## config.mk

```make
export PLATFORM = sky130hd
export DESIGN_NAME = bus_master_arbiter
export DESIGN_NICKNAME = d
export VERILOG_FILES = /design/src/rtl/bus_arb_pkg.sv /design/src/rtl/rr_arb2.sv /design/src/rtl/bus_master_arbiter.sv
export SDC_FILE = /design/constraint.sdc
export NUM_CORES = 1
export LEC_CHECK = 0
export CORE_AREA = 2 2 119 121
export CTS_BUF_LIST = sky130_fd_sc_hd__clkbuf_4
export DETAILED_ROUTE_END_ITERATION = 8
export DIE_AREA = 0 0 121 123
export GPL_ROUTABILITY_DRIVEN = 0
export PLACE_DENSITY = 0.82
export SYNTH_ARGS = -nofsm -noshare
export SYNTH_HDL_FRONTEND = slang
export SYNTH_SLANG_ARGS = --single-unit
```

## constraint.sdc

```tcl
create_clock -name CLK -period 5.8 [get_ports CLK]
set_clock_uncertainty 0.05 [all_clocks]
set_input_delay 1.16 -clock CLK [delete_from_list [all_inputs] [get_ports CLK]]
set_output_delay 1.16 -clock CLK [all_outputs]
set_load 0.02 [all_outputs]
```

## src/rtl/bus_arb_pkg.sv

```systemverilog
// rtl/bus_arb_pkg.sv - shared types and limits for the two-master bus arbiter
package bus_arb_pkg;

    // Transaction sequencer states.
    typedef enum logic [1:0] {
        IDLE  = 2'd0,
        ISSUE = 2'd1,
        WAIT  = 2'd2,
        RESP  = 2'd3
    } state_t;

    // Current bus owner, encoded one-hot so it can be driven straight onto OWNER.
    typedef enum logic [1:0] {
        OWN_NONE = 2'b00,
        OWN_M0   = 2'b01,
        OWN_M1   = 2'b10
    } owner_t;

    // Largest supported read latency; the wait counter is sized for it.
    localparam int RD_LAT_MAX = 3;
    localparam int LAT_CNT_W  = 2;

endpackage

```

## src/rtl/rr_arb2.sv

```systemverilog
// rtl/rr_arb2.sv - two-requester round-robin grant with pointer register
//
// Purpose: combinational grant between two requesters. When both request, the
// pointer decides; the pointer only moves when update_i is high and a grant is
// actually issued, and then favours the requester that was not just served.
//
// Ports:
//   clk_i     system clock, rising edge
//   rst_ni    asynchronous active-low reset (pointer favours requester 0)
//   req_i     request vector, bit 0 = M0, bit 1 = M1
//   update_i  allow the pointer to advance on this edge
//   gnt_o     one-hot grant (00 when nobody requests)
module rr_arb2 (
    input  logic       clk_i,
    input  logic       rst_ni,
    input  logic [1:0] req_i,
    input  logic       update_i,
    output logic [1:0] gnt_o
);

    // ptr_q = 0 favours requester 0, ptr_q = 1 favours requester 1.
    logic ptr_q;
    logic ptr_d;

    always_comb begin
        gnt_o = 2'b00;
        unique case (req_i)
            2'b01:   gnt_o = 2'b01;
            2'b10:   gnt_o = 2'b10;
            2'b11:   gnt_o = ptr_q ? 2'b10 : 2'b01;
            default: gnt_o = 2'b00;
        endcase
    end

    always_comb begin
        ptr_d = ptr_q;
        // After serving requester 0, favour requester 1 and vice versa.
        if (update_i && (gnt_o != 2'b00)) begin
            ptr_d = gnt_o[0];
        end
    end

    always_ff @(posedge clk_i or negedge rst_ni) begin
        if (!rst_ni) begin
            ptr_q <= 1'b0;
        end else begin
            ptr_q <= ptr_d;
        end
    end

endmodule

```

## src/rtl/bus_master_arbiter.sv

```systemverilog
// rtl/bus_master_arbiter.sv - round-robin share of the CPU-side bus port between CPU and JTAG
//
// Purpose: arbitrates M0 (CPU core) and M1 (JTAG debug/loader) onto the single
// CPU-side port of the bus controller. Each grant runs exactly one transaction
// through IDLE -> ISSUE -> (WAIT) -> (RESP) -> IDLE, covering the synchronous
// RAM read latency and returning registered read data per master.
//
// Ports:
//   CLK, RESET_N                 clock (rising edge), async active-low reset
//   Mx_REQ/ADDR/WE/BE/WD         master request; REQ held until Mx_ACK
//   Mx_ACK                       one-cycle completion pulse to the owner only
//   Mx_RD                        last read data captured for that master
//   BUS_ADDR/WE/BE/WD            to the bus controller; all zero outside ISSUE/WAIT
//   BUS_RD                       read data from the bus controller
//   OWNER                        00 none, 01 M0, 10 M1
//   BUSY                         high whenever a transaction is in progress
module bus_master_arbiter
    import bus_arb_pkg::*;
#(
    parameter int RD_LATENCY = 1,
    parameter int ADDR_W     = 30
) (
    input  logic              CLK,
    input  logic              RESET_N,
    input  logic              M0_REQ,
    input  logic [ADDR_W-1:0] M0_ADDR,
    input  logic              M0_WE,
    input  logic [3:0]        M0_BE,
    input  logic [31:0]       M0_WD,
    output logic              M0_ACK,
    output logic [31:0]       M0_RD,
    input  logic              M1_REQ,
    input  logic [ADDR_W-1:0] M1_ADDR,
    input  logic              M1_WE,
    input  logic [3:0]        M1_BE,
    input  logic [31:0]       M1_WD,
    output logic              M1_ACK,
    output logic [31:0]       M1_RD,
    output logic [ADDR_W-1:0] BUS_ADDR,
    output logic              BUS_WE,
    output logic [3:0]        BUS_BE,
    output logic [31:0]       BUS_WD,
    input  logic [31:0]       BUS_RD,
    output logic [1:0]        OWNER,
    output logic              BUSY
);

    // Latencies beyond what the wait counter can hold are clamped.
    localparam int LAT_CLAMP = (RD_LATENCY > RD_LAT_MAX) ? RD_LAT_MAX : RD_LATENCY;
    localparam logic [LAT_CNT_W-1:0] CNT_LOAD =
        (LAT_CLAMP > 0) ? LAT_CNT_W'(LAT_CLAMP - 1) : '0;

    state_t                 state_q, state_d;
    owner_t                 owner_q, owner_d;
    logic [LAT_CNT_W-1:0]   cnt_q, cnt_d;
    logic [31:0]            m0_rd_q, m0_rd_d;
    logic [31:0]            m1_rd_q, m1_rd_d;

    logic [1:0]             gnt;
    logic                   ack_own;
    logic                   capture;

    logic                   own_m1;
    logic [ADDR_W-1:0]      own_addr;
    logic                   own_we;
    logic [3:0]             own_be;
    logic [31:0]            own_wd;

    rr_arb2 u_rr_arb2 (
        .clk_i    (CLK),
        .rst_ni   (RESET_N),
        .req_i    ({M1_REQ, M0_REQ}),
        .update_i (state_q == IDLE),
        .gnt_o    (gnt)
    );

    // Owner inputs are used live, not latched: a master that misbehaves mid
    // transaction still gets completed with whatever it presents now.
    assign own_m1   = (owner_q == OWN_M1);
    assign own_addr = own_m1 ? M1_ADDR : M0_ADDR;
    assign own_we   = own_m1 ? M1_WE   : M0_WE;
    assign own_be   = own_m1 ? M1_BE   : M0_BE;
    assign own_wd   = own_m1 ? M1_WD   : M0_WD;

    always_comb begin
        state_d = state_q;
        owner_d = owner_q;
        cnt_d   = cnt_q;
        m0_rd_d = m0_rd_q;
        m1_rd_d = m1_rd_q;
        ack_own = 1'b0;
        capture = 1'b0;

        unique case (state_q)
            IDLE: begin
                if (gnt != 2'b00) begin
                    owner_d = gnt[1] ? OWN_M1 : OWN_M0;
                    state_d = ISSUE;
                end
            end
            ISSUE: begin
                if (own_we) begin
                    ack_own = 1'b1;
                    owner_d = OWN_NONE;
                    state_d = IDLE;
                end else if (LAT_CLAMP == 0) begin
                    capture = 1'b1;
                    state_d = RESP;
                end else begin
                    cnt_d   = CNT_LOAD;
                    state_d = WAIT;
                end
            end
            WAIT: begin
                if (cnt_q == '0) begin
                    capture = 1'b1;
                    state_d = RESP;
                end else begin
                    cnt_d = cnt_q - 1'b1;
                end
            end
            RESP: begin
                ack_own = 1'b1;
                owner_d = OWN_NONE;
                state_d = IDLE;
            end
            default: begin
                owner_d = OWN_NONE;
                state_d = IDLE;
            end
        endcase

        if (capture) begin
            if (own_m1) begin
                m1_rd_d = BUS_RD;
            end else begin
                m0_rd_d = BUS_RD;
            end
        end
    end

    always_ff @(posedge CLK or negedge RESET_N) begin
        if (!RESET_N) begin
            state_q <= IDLE;
            owner_q <= OWN_NONE;
            cnt_q   <= '0;
            m0_rd_q <= '0;
            m1_rd_q <= '0;
        end else begin
            state_q <= state_d;
            owner_q <= owner_d;
            cnt_q   <= cnt_d;
            m0_rd_q <= m0_rd_d;
            m1_rd_q <= m1_rd_d;
        end
    end

    // Bus outputs are decoded from state only, so a reset drops BUS_WE at once
    // and nothing reaches the segments while idle or responding.
    always_comb begin
        BUS_ADDR = '0;
        BUS_WE   = 1'b0;
        BUS_BE   = 4'h0;
        BUS_WD   = 32'h0;
        if ((state_q == ISSUE) || (state_q == WAIT)) begin
            BUS_ADDR = own_addr;
            BUS_BE   = own_be;
            BUS_WD   = own_wd;
            BUS_WE   = (state_q == ISSUE) && own_we;
        end
    end

    assign M0_ACK = ack_own && (owner_q == OWN_M0);
    assign M1_ACK = ack_own && (owner_q == OWN_M1);
    assign M0_RD  = m0_rd_q;
    assign M1_RD  = m1_rd_q;
    assign OWNER  = owner_q;
    assign BUSY   = (state_q != IDLE);

endmodule
```

==> run metrics <==
status completed; vias post-DR 4035; Core ar. 13610 um2; vias in the first global route 3941; drt total wl 13.96 mm; layout cells sized above 1 12.71%; # fillers 1222; RSZ-0062 raised after global routing no; final setup fails 0; Worst-path clk slew 110 ps; syn_nets 588; Critical Path AT 3170 ps; hold buffers post-CTS 0; dpl hpwl 10.68 mm; DP Area 7159 um2; final count of pins violating max slew 0; Worst Setup Start Kind primary input; R2R Path End M1_RD[17]; ys async rst share 100.0%; post-synthesis register bit count 71; Worst Tran Pin Value 1059 ps; die area 14880 um2; fin util 53.45%; post-route setup TNS 0 ps; CTS Buf Count 9; Chip Width 121 um; adder-cell share of the synthesized area 1.876%; drt wl/cell 15.72 um; Leak 2.966 nW; slew margin rel. 29.42%; Post-synth EDFFs 0; syn avg cell area 9.712 um2; Hold Crit Depth 1; min cycle time layout 4382 ps; overall global routing resource usage 17.65%; r2r setup slk 2950 ps; sequential area share after synthesis 44.40%; Compound-Gate Fraction of Synth Area 13.91%; Seq pwr share 22.5%; post-synthesis cell count 412; Worst Path Class, Setup in -> out; Port Buf Inserts 305; largest family of logic cells by synthesized area multiplexers; die height 123 um; Ports 306; post-layout net count 879; clock power share 7.0%; clk_lat worst skew 400 ps; Post-Synth Simple-Gate Area 15.29%; largest net degree at the start of global routing 72; Crit path required time 4590 ps; Max VDD drop 292.1 uV; Comb pwr share 70.5%; post-synthesis xor/xnor area fraction 0%; Finished Cell Area 7276 um2; min-delay worst type reg -> reg; Sw Pwr 1.652 mW; ys flop type dfrtp_1; post-synth top area cell dfrtp_1; area added between synthesis and finish 81.83%; Pre-antenna DRT Iters 4; GR Overflow Total 0; Final period util 75.55%; Internal Power 2.206 mW; buffer depth of the longest clock path 2; vias per cell 4.544; Cell variety after synth 29; Net Sw Frac 42.82%; first-pass GRT wire length 20.58 mm; Initial Utilization 29.40%; CTS tree done; Hold Worst Slack 437.8 ps; clk root buf clkbuf_4; worst reg2reg startpoint OWNER[1]; H-tree Lvls 3; achievable frequency 0.2282 GHz; Synth top area share 44.40%; worst hold start u_rr_arb2.ptr_q; synth warn 0; antenna cells 0; CTS Sinks 71; most common cell after layout, fill and taps aside clkdlybuf4s50_1; hold endpoint u_rr_arb2.ptr_q; Post-route DRC 0; Post-CTS Resized 0; initial antenna violation count 0; post-route ant nets 0; Pwr Density 530.3 nW/um2; mux cell area share after synthesis 19.70%; Post-CTS Setup Repair Bufs 0; Syn Std Cell Area 4001 um2; crit path max fanout 6; Max-Cap Viols 0; Crit. End Element output pin; Initial DRC Count 207; FF-to-FF path depth 4; highest-count cells in the layout ignoring fill and taps clkdlybuf4s50_1, nand2_1, dfrtp_1; Final Hold Fails 0; row count 43; largest cells by area after synthesis dfrtp_1, mux2_2, nand2_1
==> worst max-delay path, stage by stage <==
cell and delay [ps]:
clkdlybuf4s50_1 470, nand2_1 60, mux2i_1 440, nor2_1 130, nor3b_1 260, clkdlybuf4s50_1 650
==> worst max path at each step <==
stage | startpoint | end | slack (ps) | cells after the start
floorplan | M1_WE | M0_ACK | 2510 | 4
global placement | M1_WE | M0_ACK | 1520 | 6
detailed placement | M1_WE | M0_ACK | 1430 | 6
CTS | state_q[0] | BUS_ADDR[14] | 1400 | 5
global route | state_q[0] | BUS_ADDR[15] | 1210 | 5
finish | M1_WE | M0_ACK | 1420 | 6
==> through the flow <==
| step | power (mW) | worst slack (ps) | cells |
|---|---|---|---|
| 4_1_cts | 3.903 | 1402 | 888 |
| 2_1_floorplan | 2.304 | 2512 | 412 |
| 5_1_grt | 4.089 | 1211 | 888 |
| 6_report | 3.858 | 1418 | 888 |
| 3_3_place_gp | 3.591 | 1522 | 872 |
| 3_5_place_dp | 3.616 | 1426 | 872 |
==> power groups by stage <==
stage	clock network, mW	logic (mW)	registers [mW]
after floorplan	0	1.14	1.16
after global placement	0	2.72	0.870
after detailed placement	0	2.74	0.880
after CTS	0.288	2.74	0.871
after global routing	0.307	2.88	0.900
final	0.270	2.72	0.868
==> routing by layer <==
layer	wire length (um)	track usage, %	vias up
met1	5452	20.32	1871
met5	0	0	-
li1	-	-	1967
met2	6855	30.62	176
met3	1382	6.642	21
met4	272	5.160	0
==> area by class of cell <==
class / count / area, um2 / area share [%]
Clock inverter: 7 / 48.80 / 0.6707
Clock buffer: 9 / 67.56 / 0.9286
Timing Repair Buffer: 311 / 3093 / 42.51
Sequential cell: 71 / 1777 / 24.42
Multi-Input combinational cell: 304 / 2042 / 28.07
Inverter: 6 / 22.52 / 0.3095
Tap cell: 180 / 225.2 / 3.095
==> cell families (layout without fill, tap and decap cells) <==
kind of cell / count (synthesis) / after routing
mux: 69 / 69
flops: 71 / 71
simple gates: 154 / 154
compound gates: 75 / 75
fa+ha+maj: 6 / 6
buf+inv: 37 / 333
==> cells in the mapped netlist (2+ instances only) <==
master,instances
nand2_1,138
dfrtp_1,71
a21boi_0,66
mux2_2,61
buf_2,13
clkbuf_1,13
ha_1,6
inv_1,6
buf_6,5
mux2_4,4
mux2i_1,3
nand3_1,3
nor2_1,3
a21oi_1,2
nand2b_1,2
nor3b_1,2
o21ai_0,2
==> state kept, by name, summed over array words and instances, names as in the netlist, named ones only <==
signal,flops
M0_RD,32
M1_RD,32
OWNER,2
cnt_q,2
state_q,1
u_rr_arb2.ptr_q,1
Power figures use the tool's default switching activity.
